`src/rtl/lc3_mmio_pkg.sv`:
```
// Shared constants and types for the LC-3 MMIO console responder.
package lc3_mmio_pkg;

  localparam logic [15:0] MMIO_BASE = 16'hFE00;
  localparam logic [15:0] KBSR_ADDR = 16'hFE00;
  localparam logic [15:0] KBDR_ADDR = 16'hFE02;
  localparam logic [15:0] DSR_ADDR  = 16'hFE04;
  localparam logic [15:0] DDR_ADDR  = 16'hFE06;
  localparam logic [15:0] MCR_ADDR  = 16'hFFFE;

  localparam logic [7:0] KBD_VEC  = 8'h80;
  localparam logic [7:0] DISP_VEC = 8'h81;

  typedef enum logic [1:0] {IDLE, SEND, WAIT} disp_state_t;

endpackage

```
`src/rtl/lc3_display_tx.sv`:
```
// Display transmit engine: holds one character, offers it with a
// valid/ready handshake, then idles DISP_DELAY cycles before accepting more.
module lc3_display_tx
  import lc3_mmio_pkg::*;
#(
  parameter int DISP_DELAY = 4
) (
  input  logic       clk,
  input  logic       rst,
  input  logic       start,
  input  logic [7:0] data,
  output logic       busy,
  output logic       disp_valid,
  output logic [7:0] disp_data,
  input  logic       disp_ready
);

  localparam int CNT_W = (DISP_DELAY > 1) ? $clog2(DISP_DELAY) : 1;
  localparam logic [CNT_W-1:0] CNT_LOAD = (DISP_DELAY > 0) ? CNT_W'(DISP_DELAY - 1) : '0;

  disp_state_t      state_q, state_d;
  logic [CNT_W-1:0] cnt_q, cnt_d;
  logic [7:0]       data_q, data_d;

  // State, delay counter and character register.
  always_ff @(posedge clk or posedge rst) begin
    if (rst) begin
      state_q <= IDLE;
      cnt_q   <= '0;
      data_q  <= '0;
    end else begin
      state_q <= state_d;
      cnt_q   <= cnt_d;
      data_q  <= data_d;
    end
  end

  // Next state: starts are only honoured in IDLE, so data_q never changes
  // while the character is being offered.
  always_comb begin
    state_d = state_q;
    cnt_d   = cnt_q;
    data_d  = data_q;
    case (state_q)
      IDLE: begin
        if (start) begin
          data_d  = data;
          state_d = SEND;
        end
      end
      SEND: begin
        if (disp_ready) begin
          if (DISP_DELAY == 0) begin
            state_d = IDLE;
          end else begin
            state_d = WAIT;
            cnt_d   = CNT_LOAD;
          end
        end
      end
      WAIT: begin
        if (cnt_q == '0) state_d = IDLE;
        else             cnt_d   = cnt_q - 1'b1;
      end
      default: state_d = IDLE;
    endcase
  end

  assign busy       = (state_q != IDLE);
  assign disp_valid = (state_q == SEND);
  assign disp_data  = data_q;

endmodule

```
`src/rtl/lc3_mmio_console.sv`:
```
// LC-3 device-page responder: keyboard, display and machine control
// registers plus the interrupt request lines fed back to the core.
module lc3_mmio_console
  import lc3_mmio_pkg::*;
#(
  parameter logic [2:0] KBD_PRI    = 3'd4,
  parameter logic [2:0] DISP_PRI   = 3'd4,
  parameter int         DISP_DELAY = 4
) (
  input  logic        clk,
  input  logic        rst,
  input  logic [15:0] mmio_addr,
  input  logic [15:0] mmio_wdata,
  input  logic        mmio_load,
  input  logic        mmio_rd,
  output logic [15:0] mmio_rdata,
  input  logic        kbd_valid,
  input  logic [7:0]  kbd_data,
  output logic        kbd_ready,
  output logic        disp_valid,
  output logic [7:0]  disp_data,
  input  logic        disp_ready,
  output logic        run,
  output logic        IRQ,
  output logic [2:0]  INTP,
  output logic [7:0]  INTV
);

  logic       kbsr_rdy_q, kbsr_rdy_d;
  logic       kbsr_ie_q, kbsr_ie_d;
  logic [7:0] kbdr_q, kbdr_d;
  logic       dsr_ie_q, dsr_ie_d;
  logic       mcr_run_q, mcr_run_d;
  logic       src_q, src_d;
  logic       irq_q, irq_d;
  logic [2:0] intp_q, intp_d;
  logic [7:0] intv_q, intv_d;

  logic in_page, st, rd, disp_busy, req_k, req_d, take_k;
  logic unused_wdata;

  assign in_page      = (mmio_addr >= MMIO_BASE);
  assign st           = mmio_load & in_page;
  assign rd           = mmio_rd & in_page;
  assign unused_wdata = ^mmio_wdata[13:8];

  lc3_display_tx #(.DISP_DELAY(DISP_DELAY)) u_tx (
    .clk        (clk),
    .rst        (rst),
    .start      (st && mmio_addr == DDR_ADDR),
    .data       (mmio_wdata[7:0]),
    .busy       (disp_busy),
    .disp_valid (disp_valid),
    .disp_data  (disp_data),
    .disp_ready (disp_ready)
  );

  // Register file and interrupt output flops.
  always_ff @(posedge clk or posedge rst) begin
    if (rst) begin
      kbsr_rdy_q <= 1'b0;
      kbsr_ie_q  <= 1'b0;
      kbdr_q     <= '0;
      dsr_ie_q   <= 1'b0;
      mcr_run_q  <= 1'b1;
      src_q      <= 1'b0;
      irq_q      <= 1'b0;
      intp_q     <= '0;
      intv_q     <= '0;
    end else begin
      kbsr_rdy_q <= kbsr_rdy_d;
      kbsr_ie_q  <= kbsr_ie_d;
      kbdr_q     <= kbdr_d;
      dsr_ie_q   <= dsr_ie_d;
      mcr_run_q  <= mcr_run_d;
      src_q      <= src_d;
      irq_q      <= irq_d;
      intp_q     <= intp_d;
      intv_q     <= intv_d;
    end
  end

  // Register updates: stores touch only their writable bits; capture is
  // backpressured by kbd_ready so it can never collide with a KBDR read.
  always_comb begin
    kbsr_rdy_d = kbsr_rdy_q;
    kbsr_ie_d  = kbsr_ie_q;
    kbdr_d     = kbdr_q;
    dsr_ie_d   = dsr_ie_q;
    mcr_run_d  = mcr_run_q;
    if (st) begin
      case (mmio_addr)
        KBSR_ADDR: kbsr_ie_d = mmio_wdata[14];
        DSR_ADDR:  dsr_ie_d  = mmio_wdata[14];
        MCR_ADDR:  mcr_run_d = mmio_wdata[15];
        default: ;
      endcase
    end
    if (kbd_valid && !kbsr_rdy_q) begin
      kbsr_rdy_d = 1'b1;
      kbdr_d     = kbd_data;
    end else if (rd && mmio_addr == KBDR_ADDR) begin
      kbsr_rdy_d = 1'b0;
    end
  end

  // Interrupt arbitration; after the last source drops, one cycle of
  // IRQ with priority 0 lets the core clear its latched priority.
  always_comb begin
    req_k  = kbsr_rdy_q & kbsr_ie_q;
    req_d  = ~disp_busy & dsr_ie_q;
    take_k = req_k && (!req_d || KBD_PRI >= DISP_PRI);
    src_d  = req_k | req_d;
    irq_d  = 1'b0;
    intp_d = '0;
    intv_d = '0;
    if (take_k) begin
      irq_d  = 1'b1;
      intp_d = KBD_PRI;
      intv_d = KBD_VEC;
    end else if (req_d) begin
      irq_d  = 1'b1;
      intp_d = DISP_PRI;
      intv_d = DISP_VEC;
    end else if (src_q) begin
      irq_d  = 1'b1;
    end
  end

  // Zero-latency read mux; unused bits and unmapped addresses read 0.
  always_comb begin
    mmio_rdata = '0;
    case (mmio_addr)
      KBSR_ADDR: mmio_rdata = {kbsr_rdy_q, kbsr_ie_q, 14'b0};
      KBDR_ADDR: mmio_rdata = {8'h00, kbdr_q};
      DSR_ADDR:  mmio_rdata = {~disp_busy, dsr_ie_q, 14'b0};
      DDR_ADDR:  mmio_rdata = {8'h00, disp_data};
      MCR_ADDR:  mmio_rdata = {mcr_run_q, 15'b0};
      default:   mmio_rdata = '0;
    endcase
  end

  assign kbd_ready = ~kbsr_rdy_q;
  assign run       = mcr_run_q;
  assign IRQ       = irq_q;
  assign INTP      = intp_q;
  assign INTV      = intv_q;

endmodule

```
`config.mk`:
```
export PLATFORM = sky130hd
export DESIGN_NAME = lc3_mmio_console
export DESIGN_NICKNAME = d
export VERILOG_FILES = /design/src/rtl/lc3_mmio_pkg.sv /design/src/rtl/lc3_display_tx.sv /design/src/rtl/lc3_mmio_console.sv
export SDC_FILE = /design/constraint.sdc
export NUM_CORES = 1
export LEC_CHECK = 0
export ABC_AREA = 1
export CORE_MARGIN = 2
export CORE_UTILIZATION = 29
export CTS_CLUSTER_DIAMETER = 50
export CTS_CLUSTER_SIZE = 16
export DETAILED_ROUTE_END_ITERATION = 16
export SLEW_MARGIN = 25
export SYNTH_ARGS = -nofsm -noshare
export SYNTH_HDL_FRONTEND = slang
export SYNTH_SLANG_ARGS = --single-unit
export TNS_END_PERCENT = 1
```
`constraint.sdc`:
```
create_clock -name clk -period 1.2 [get_ports clk]
set_clock_uncertainty 0.2 [all_clocks]
set_input_delay 0.24 -clock clk [delete_from_list [all_inputs] [get_ports clk]]
set_output_delay 0.24 -clock clk [all_outputs]
set_load 0.03 [all_outputs]
```
After elaboration in Yosys (flattened, before gate mapping)

Cells that the tools add are included.

Bits in registers: 37
Output and inout bits: 39
Word-level logic and storage cells: 64
Input port bits: 46

Bitwise logic cells: 7
$add $sub $neg: 1
Eq/ne operators: 11
Reduce and logical (&&, ||, !) cells: 15
Multiplexer cells: 17
$lt $le $gt $ge: 1

Operators with widths:

| kind                                                                | number |
|---|---|
| 16-bit == test (second input constant)                              | 5 |
| 16-bit case mux with 5 select lines                                 | 1 |
| 16-bit >= comparator (second input constant)                        | 1 |
| 8-bit two-way mux                                                   | 2 |
| 2-bit two-way mux                                                   | 5 |
| 2-bit AND reduction                                                 | 4 |
| 3-bit two-way mux                                                   | 2 |
| 2-bit by 1-bit != test with 1-bit output (second input constant)    | 3 |
| 2-bit case mux with 3 select lines                                  | 1 |
| 3-bit AND reduction                                                 | 2 |
| 2-bit nonzero test                                                  | 3 |
| 1-bit two-way mux                                                   | 5 |
| 1-bit bitwise AND                                                   | 4 |
| 2-bit zero test                                                     | 2 |
| 2-bit case mux with 2 select lines                                  | 1 |
| 1-bit logical AND                                                   | 3 |
| 2-bit by 1-bit == test with 1-bit output (second input constant)    | 1 |
| 2-bit == test (second input constant)                               | 1 |
| 2-bit != test (second input constant)                               | 1 |
| 1-bit NOT                                                           | 2 |
| 2-bit by 1-bit subtractor with 2-bit output (second input constant) | 1 |
| 1-bit zero test                                                     | 1 |
| 1-bit OR                                                            | 1 |

Depth between registers and ports, before layout

Word-level depth: 5
Mapped depth: 8
Mapped depth without buffers: 8

Cells and area by module

A second synthesis with hierarchy kept.

Cell total of the unflattened synthesis: 222
Area, all modules: 1,736.7 µm²

By module, submodules not included:

| module           | times used | cells an instance | area an instance (µm²) | seq. area each (µm²) |
|---|---|---|---|---|
| lc3_mmio_console | 1          | 161               | 1,206.2                | 376.6 |
| lc3_display_tx   | 1          | 61                | 530.5                  | 300.3 |

Worst setup path before layout

Ideal clock, no wire load.

Path kind: in2out
Start: input port mmio_addr[12]
End: output port mmio_rdata[1]
Path buffers: 0
Arrival time: 1,470 ps
Slack: -710 ps
Data required time: 760 ps
Stages on the path: 6
Cell sequence: nand2_1 -> nor2_2 -> nand2_2 -> inv_2 -> nand3_4 -> o21ai_0

Cells in the longest elaborated chain, start to end: 2
Elaborated cells between the ends (all ways): 6
Classes of those cells: 5 x eq/ne; 1 x mux

RTL lines:

| what                                    | line                    | source |
|---|---|---|
| start, declared                         | lc3_mmio_console.sv:12  | `input logic [15:0] mmio_addr,` |
| 16-bit == test                          | lc3_mmio_console.sv:133 | `case (mmio_addr)` |
| 16-bit case mux with 5 select lines (*) | lc3_mmio_console.sv:133 |  |
| end, declared                           | lc3_mmio_console.sv:16  | `output logic [15:0] mmio_rdata,` |

Mark *: on every way between the ends. The rest lies on a longest branch, timed or not.

Worst setup path after layout

Start: input port mmio_addr[4]
End: output port mmio_rdata[1]

The elaborated chain is that of the path after synthesis.

==> metrics.md <==
| Metric | Value |
|---|---|
| Status | `finished, violations left` |
| Violated checks | `setup timing` |
| Final ANT Viol Nets | `0` |
| TritonCTS buffer count | `3` |
| Largest net degree at the start of global routing | `22` |
| Unrepaired setup endpoints after global routing | `yes` |
| Residual DRC | `0` |
| Longest Clk Path Bufs | `2` |
| CP arrival | `around 1.2 ns` |
| Placed Area | `around 2500 sq um` |
| Finished Core Util | `0.5254` |
| Worst setup margin | `-0.4425 ns` |
| Flops & latches, synth | `27` |
| Leak | `1.447 nW` |
| Antenna Diode Count | `0` |
| Seq pwr share | `0.475` |
| Max Clk Rate | `just over 600 MHz` |
| Startpoint Class | `primary input` |
| # rows | `27` |
| # nets final | `about 360` |
| Switching power | `~0.00069 W` |
| Avg WL per Cell | `11.38 um` |
| Die Span Y | `just under 80 um` |
| Final Non-Filler Cells | `a little under 400` |
| Die X | `between 70 and 80 um` |
| R2R depth | `6` |
| CTS tree | `yes` |
| DP Wirelength | `around 3400 um` |
| Total GRT Usage | `0.1517` |
| Fraction of layout cells with a size suffix above 1 | `0.4824` |
| Final Hold Viols | `0` |
| DIE AREA | `6233 sq um` |
| Detailed Routing Iterations Pass 1 | `4` |
| Final wirelength | `roughly 4400 um` |
| Via-per-instance ratio | `approximately 4.3` |
| Critical path endpoint category | `primary output` |
| Register area share after synthesis | `0.4155` |
| Area delta synth->final | `76.50%` |
| Synthesized area per cell | `7.684 sq um` |
| Vias in the first global route | `1,680` |
| Sw Share | `0.3066` |
| Yosys warnings | `0` |
| Core area | `5473 sq um` |
| CTS Root Cell | `clkbuf_8` |
| Total number of vias | `approximately 1,700` |
| Endpoints failing setup | `37` |
| IO Port Bufs | `64` |
| Routability cong. | `~0.81` |
| Post-Synthesis Cell Area | `1629 sq um` |
| Starting Density | `0.2977` |
| P_int | `about 0.0016 W` |
| Power per standard cell area | `between 700 and 800 nW/um^2` |
| Clock sink count | `27` |
| Most frequent cells in the layout | `40 x nand2_1, 36 x buf_6, 26 x dfrtp_1` |
| Design Power | `roughly 0.0023 W` |
| Initial antenna violation count | `0` |
| Pins over their slew limit | `0` |
| Design Area, Final | `2875 sq um` |
| Gate power share | `0.293` |
| Post-route clock period utilization | `1.369` |
| Worst-skew pair later-pin latency | `around 0.27 ns` |
| Worst Hold Class | `in2async` |
| Clock Pin Slew Worst Setup and Hold Paths | `0.09 ns` |
| Max VDD drop | `568.8 uV` |
| CP Class | `in2out` |
| Cells after Synth | `between 200 and 250` |
| Total gr overflow | `0` |
| Crit Path Max Fanout | `8` |
| Global-route wire length before repair | `approximately 7400 um` |
| DR iter-0 viols | `between 70 and 80` |
| Commonest non-fill, non-tap cell in the layout | `nand2_1` |
| CTS H-tree depth | `1` |
| Number of max-cap violations | `0` |
| Minimum clock period | `1.643 ns` |
| Yosys cell types | `27` |
| WP data required | `between 0.7 and 0.8 ns` |
| I/O pins | `85` |
| DP Cell Count | `approximately 380` |
| Clock power share | `0.232` |
[critical path: stages]
cell,delay (ns)
buf_8,0.10
nor2_4,0.12
nand3_4,0.08
nor2_4,0.15
nand3_4,0.17
o21ai_2,0.18
buf_6,0.14
[power groups by stage]
| stage | registers, W | logic (W) | clock network, W |
|---|---|---|---|
| 2_1_floorplan | 0.00108 | 0.000346 | 0 |
| 3_3_place_gp | 0.00108 | 0.000551 | 0 |
| 3_5_place_dp | 0.00108 | 0.000567 | 0 |
| 4_1_cts | 0.00107 | 0.000582 | 0.000554 |
| 5_1_grt | 0.00109 | 0.000740 | 0.000578 |
| 6_report | 0.00107 | 0.000660 | 0.000523 |
[per-layer routing]
metal  part of all wire  GRT usage
met5                  0          0
met4             0.0037    0.02069
met3              0.042    0.03409
met2               0.52     0.2786
met1               0.44     0.1861
[cell usage after synthesis]
cell | number | area (sq um)
nand2_1 | 47 | 176.4
inv_1 | 27 | 101.4
dfrtp_1 | 26 | 650.6
nor2_1 | 23 | 86.33
nand4_1 | 18 | 112.6
buf_4 | 17 | 127.6
a21oi_1 | 11 | 55.05
o21ai_0 | 8 | 40.04
nand3_1 | 6 | 30.03
nand2_2 | 3 | 18.77
nor2_2 | 3 | 18.77
o21ai_1 | 3 | 15.01
buf_2 | 2 | 10.01
inv_2 | 2 | 7.510
nand3_4 | 2 | 35.03
nor2_4 | 2 | 22.52
or2_2 | 2 | 12.51
buf_6 | 1 | 11.26
clkinv_1 | 1 | 3.750
conb_1 | 1 | 3.750
dfstp_2 | 1 | 26.28
ha_1 | 1 | 12.51
nand3_2 | 1 | 10.01
nand3b_1 | 1 | 7.510
nor2_8 | 1 | 20.02
nor3_1 | 1 | 5.000
o21ai_2 | 1 | 8.760
[state kept, by name, indices dropped and copies added, names as in the netlist]
register	cells
kbdr_q	8
u_tx.disp_data	8
u_tx.cnt_q	2
u_tx.state_q	2
INTP	1
INTV	1
IRQ	1
dsr_ie_q	1
kbsr_ie_q	1
kbsr_rdy_q	1
run	1
[repair_timing]
action | 4_1_cts | 5_1_grt
pin swaps | 20 | 13
resized for setup | 119 | 35
hold buffers | 0 | 0
setup buffers | 6 | 0
endpoints found under the setup margin | 50 | 50
[per-stage QoR]
stage	worst slack, ns	hold WS, ns	TNS [ns]
2_1_floorplan	-0.3801	0.09197	-6.376
3_3_place_gp	-0.8533	0.2846	-18.95
3_5_place_dp	-0.8702	0.3081	-19.37
4_1_cts	-0.4842	0.1091	-8.459
5_1_grt	-0.5212	0.1475	-10.52
6_report	-0.4425	0.1062	-7.762
[path summary, 6_finish.rpt]
| kind | start | end | slack, ns |
|---|---|---|---|
| setup / recovery | mmio_addr[4] | mmio_rdata[1] | -0.44 |
| hold / removal | rst | kbdr_q[0]$_DFFE_PP0P_ | 0.11 |
| setup reg to reg | u_tx.cnt_q[0]$_DFFE_PP0P_ | u_tx.cnt_q[0]$_DFFE_PP0P_ | -0.10 |
| hold reg to reg | kbsr_ie_q$_DFFE_PP0P_ | INTV[0]$_DFF_PP0_ | 0.33 |
| max in group asynchronous | rst | run$_DFFE_PP1P_ | 0.48 |
| min in group clk | mmio_addr[2] | kbsr_rdy_q$_DFFE_PP0P_ | 0.19 |
[final cells by class]
type	instances	area [sq um]
Clock buffer	3	41.29
Clock inverter	1	7.507
Fill cell	532	2597
Inverter	30	116.4
Multi-Input combinational cell	148	922.1
Sequential cell	27	676.9
Tap cell	72	90.09
Timing Repair Buffer	104	1021
[kinds of logic after synthesis]
| group | count (synthesis) | share of synthesized area |
|---|---|---|
| simple gates | 110 | 0.3410 |
| buf+inv | 50 | 0.1605 |
| flops | 27 | 0.4155 |
| compound gates | 23 | 0.07296 |
| fa+ha+maj | 1 | 0.007679 |
| other cells | 1 | 0.002302 |
Note: power is estimated with default switching activity, not from simulation.
==> patch: new RTL, same flow settings <==
`DISP_DELAY` is set to 4 in 2 places; all go to 2.
--- a/src/rtl/lc3_display_tx.sv
+++ b/src/rtl/lc3_display_tx.sv
@@ -4,5 +4,5 @@
   import lc3_mmio_pkg::*;
 #(
-  parameter int DISP_DELAY = 4
+  parameter int DISP_DELAY = 2
 ) (
   input  logic       clk,
--- a/src/rtl/lc3_mmio_console.sv
+++ b/src/rtl/lc3_mmio_console.sv
@@ -6,5 +6,5 @@
   parameter logic [2:0] KBD_PRI    = 3'd4,
   parameter logic [2:0] DISP_PRI   = 3'd4,
-  parameter int         DISP_DELAY = 4
+  parameter int         DISP_DELAY = 2
 ) (
   input  logic        clk,
Formal check against the unedited RTL: not equivalent (a bounded check fails within 10 cycles, from zero or initial values and one cycle with rst high).
==> patch against the original RTL <==
Sequential power is 7% lower; register-to-register slack worse by 0.02 ns; wire length is 4.2% lower; synthesized area is 1.3% lower; power is 12% lower; the flow still finishes with violations (setup timing); sequential cell count is 1 lower; core utilization is 2.2 points lower; setup slack worse by 0.012 ns; critical endpoint is now mmio_rdata[5]; via count is 2.9% lower; die area is 1.2% lower; design area is 4.7% lower.
==> patch: results (changes against the original RTL) <==
[setup_path]
ff2ff_path_depth = 6  ; unchanged
cp.arrival_ns = 1.21
timing.rr.end = u_tx.disp_data[4]$_DFFE_PP0P_
slowest_delay_ns = 0.19
crit_path_end = mmio_rdata[5]
rrSetupSlack_ns = -0.12  ; -0.02 ns
regToRegStartpoint = u_tx.state_q[1]$_DFFE_PP0P_

[cts]
cts_root_buf = clkbuf_8
clkTransAtPathRegs_ns = 0.09  ; about the same
cts_buffer_depth = 2  ; unchanged
worstSkewPairLatency_ns = 0.27  ; about the same

[global_routing]
globalRouteMet1Util_pct = 18.29  ; -0.32 points
grt_util_met2_pct = 24.74  ; -3.1 points
grt_use_total_pct = 14.08  ; -1.1 points
grt_pass1_vias = 1530  ; -8.9%
grt_pass1_wl_um = 6955  ; -6.1%
grt_use_met3_pct = 2.759  ; -0.65 points
grt_max_degree = 27  ; +23%

[run_status]
violations = setup timing
status = finished with violations

[placement]
place_congestion = 0.8107  ; -0.16%
dp_hpwl_um = 3261  ; -3.8%
dp_slack_ns = -0.8897  ; -0.01958 ns

[synthesis]
synthAdderAreaFrac_pct = 0  ; -0.77 points
synth_area_leaders = dfrtp_1 39%, nand2_1 11%, buf_4 8.4%
yosys-top-cells-count = 49 x nand2_1, 25 x dfrtp_1, 21 x inv_1
synth_warnings = 0  ; unchanged
synthMuxAreaShare_pct = 0  ; unchanged
synth_compound_area_share_pct = 6.770  ; -0.53 points
ys_async_sr_fraction_pct = 100.0  ; unchanged
synth-seq-area-share_pct = 40.54  ; -1.0 points

[timing]
post-route-worst-setup-slack_ns = -0.4549  ; -0.01234 ns
setup_viol = 36  ; -2.7%
timing.setup.tns_ns = -7.591  ; +0.1712 ns

[worst_hold_path]
hold_class = primary input to async pin

[power]
power.leakage_nw = 1.389  ; -4.0%
ir_worst_vdd_uv = 516.0  ; -9.3%

[route]
drt_iter0_markers = 67  ; -6.9%
drt-vias-per-instance = 4.300  ; +0.22%
wl_per_cell_um = 11.25  ; -1.1%

[cells_and_area]
nets = 348  ; -3.6%
drive_above_1_share_pct = 44.52  ; -3.7 points

patch: changes by cell type in the layout (fill, tap and decap cells not counted), moves of 3 or more:
cell,change
a21oi_2,-4
inv_2,-3
nor2_2,-3
buf_2,-3
buf_4,-4
a21oi_1,+3
patch: worst min path at each step:
stage          depth (start not counted)  slack, ns                     endpoint
6_report                               3       0.09        kbdr_q[0]$_DFFE_PP0P_
5_1_grt                                3       0.09        kbdr_q[0]$_DFFE_PP0P_
4_1_cts                                3        0.1        kbdr_q[3]$_DFFE_PP0P_
3_5_place_dp                           2       0.27  u_tx.state_q[1]$_DFFE_PP0P_
3_3_place_gp                           2       0.26  u_tx.state_q[1]$_DFFE_PP0P_
2_1_floorplan                          1       0.08            INTP[2]$_DFF_PP0_
patch: final cells by class:
type | count | area [um2]
Inverter | 26 | 103.9
Fill cell | 559 | 2700
Tap cell | 72 | 90.09
Sequential cell | 26 | 651.9
Clock buffer | 4 | 45.04
Multi-Input combinational cell | 146 | 864.6
Timing Repair Buffer | 99 | 983.4
patch: kinds of logic (layout without fill, tap and decap cells):
group / Yosys count / in the layout
other cells: 1 / 14
simple gates: 111 / 111
buf+inv: 46 / 129
flops: 26 / 26
compound gates: 21 / 21
patch: what timing repair did:
action,CTS,global route
hold buffers,0,0
buffers inserted,2,1
resized for setup,112,13
endpoints found under the setup margin,47,46
pin swaps,19,11
patch: metrics by stage:
step	cells	power (mW)	hold slack, ns	area (um2)	util, %
2_1_floorplan	218	1.290	0.07928	1687	-
3_3_place_gp	366	1.471	0.2568	2506	46.08
3_5_place_dp	366	1.477	0.2733	2506	46.08
4_1_cts	372	1.980	0.09853	2708	49.78
5_1_grt	373	2.083	0.09470	2739	50.36
6_report	373	1.974	0.09302	2739	50.36
patch: layer usage:
layer | wire length [um] | vias to the layer above
li1 | - | 822
met3 | 173 | 2
met4 | 30 | 0
met5 | 0 | -
met2 | 2133 | 43
met1 | 1857 | 737
patch: critical path: cells and delay by family:
family | cells | cell delay [ns]
simple gates | 4 | 0.53
buf+inv | 2 | 0.25
compound gates | 1 | 0.19
patch: power by group:
| group | internal [mW] | switching (mW) | leakage [nW] |
|---|---|---|---|
| combinational | 0.195 | 0.279 | 1.04 |
| clock | 0.237 | 0.270 | 0.0228 |
| sequential | 0.967 | 0.0258 | 0.329 |
| total | 1.40 | 0.575 | 1.39 |
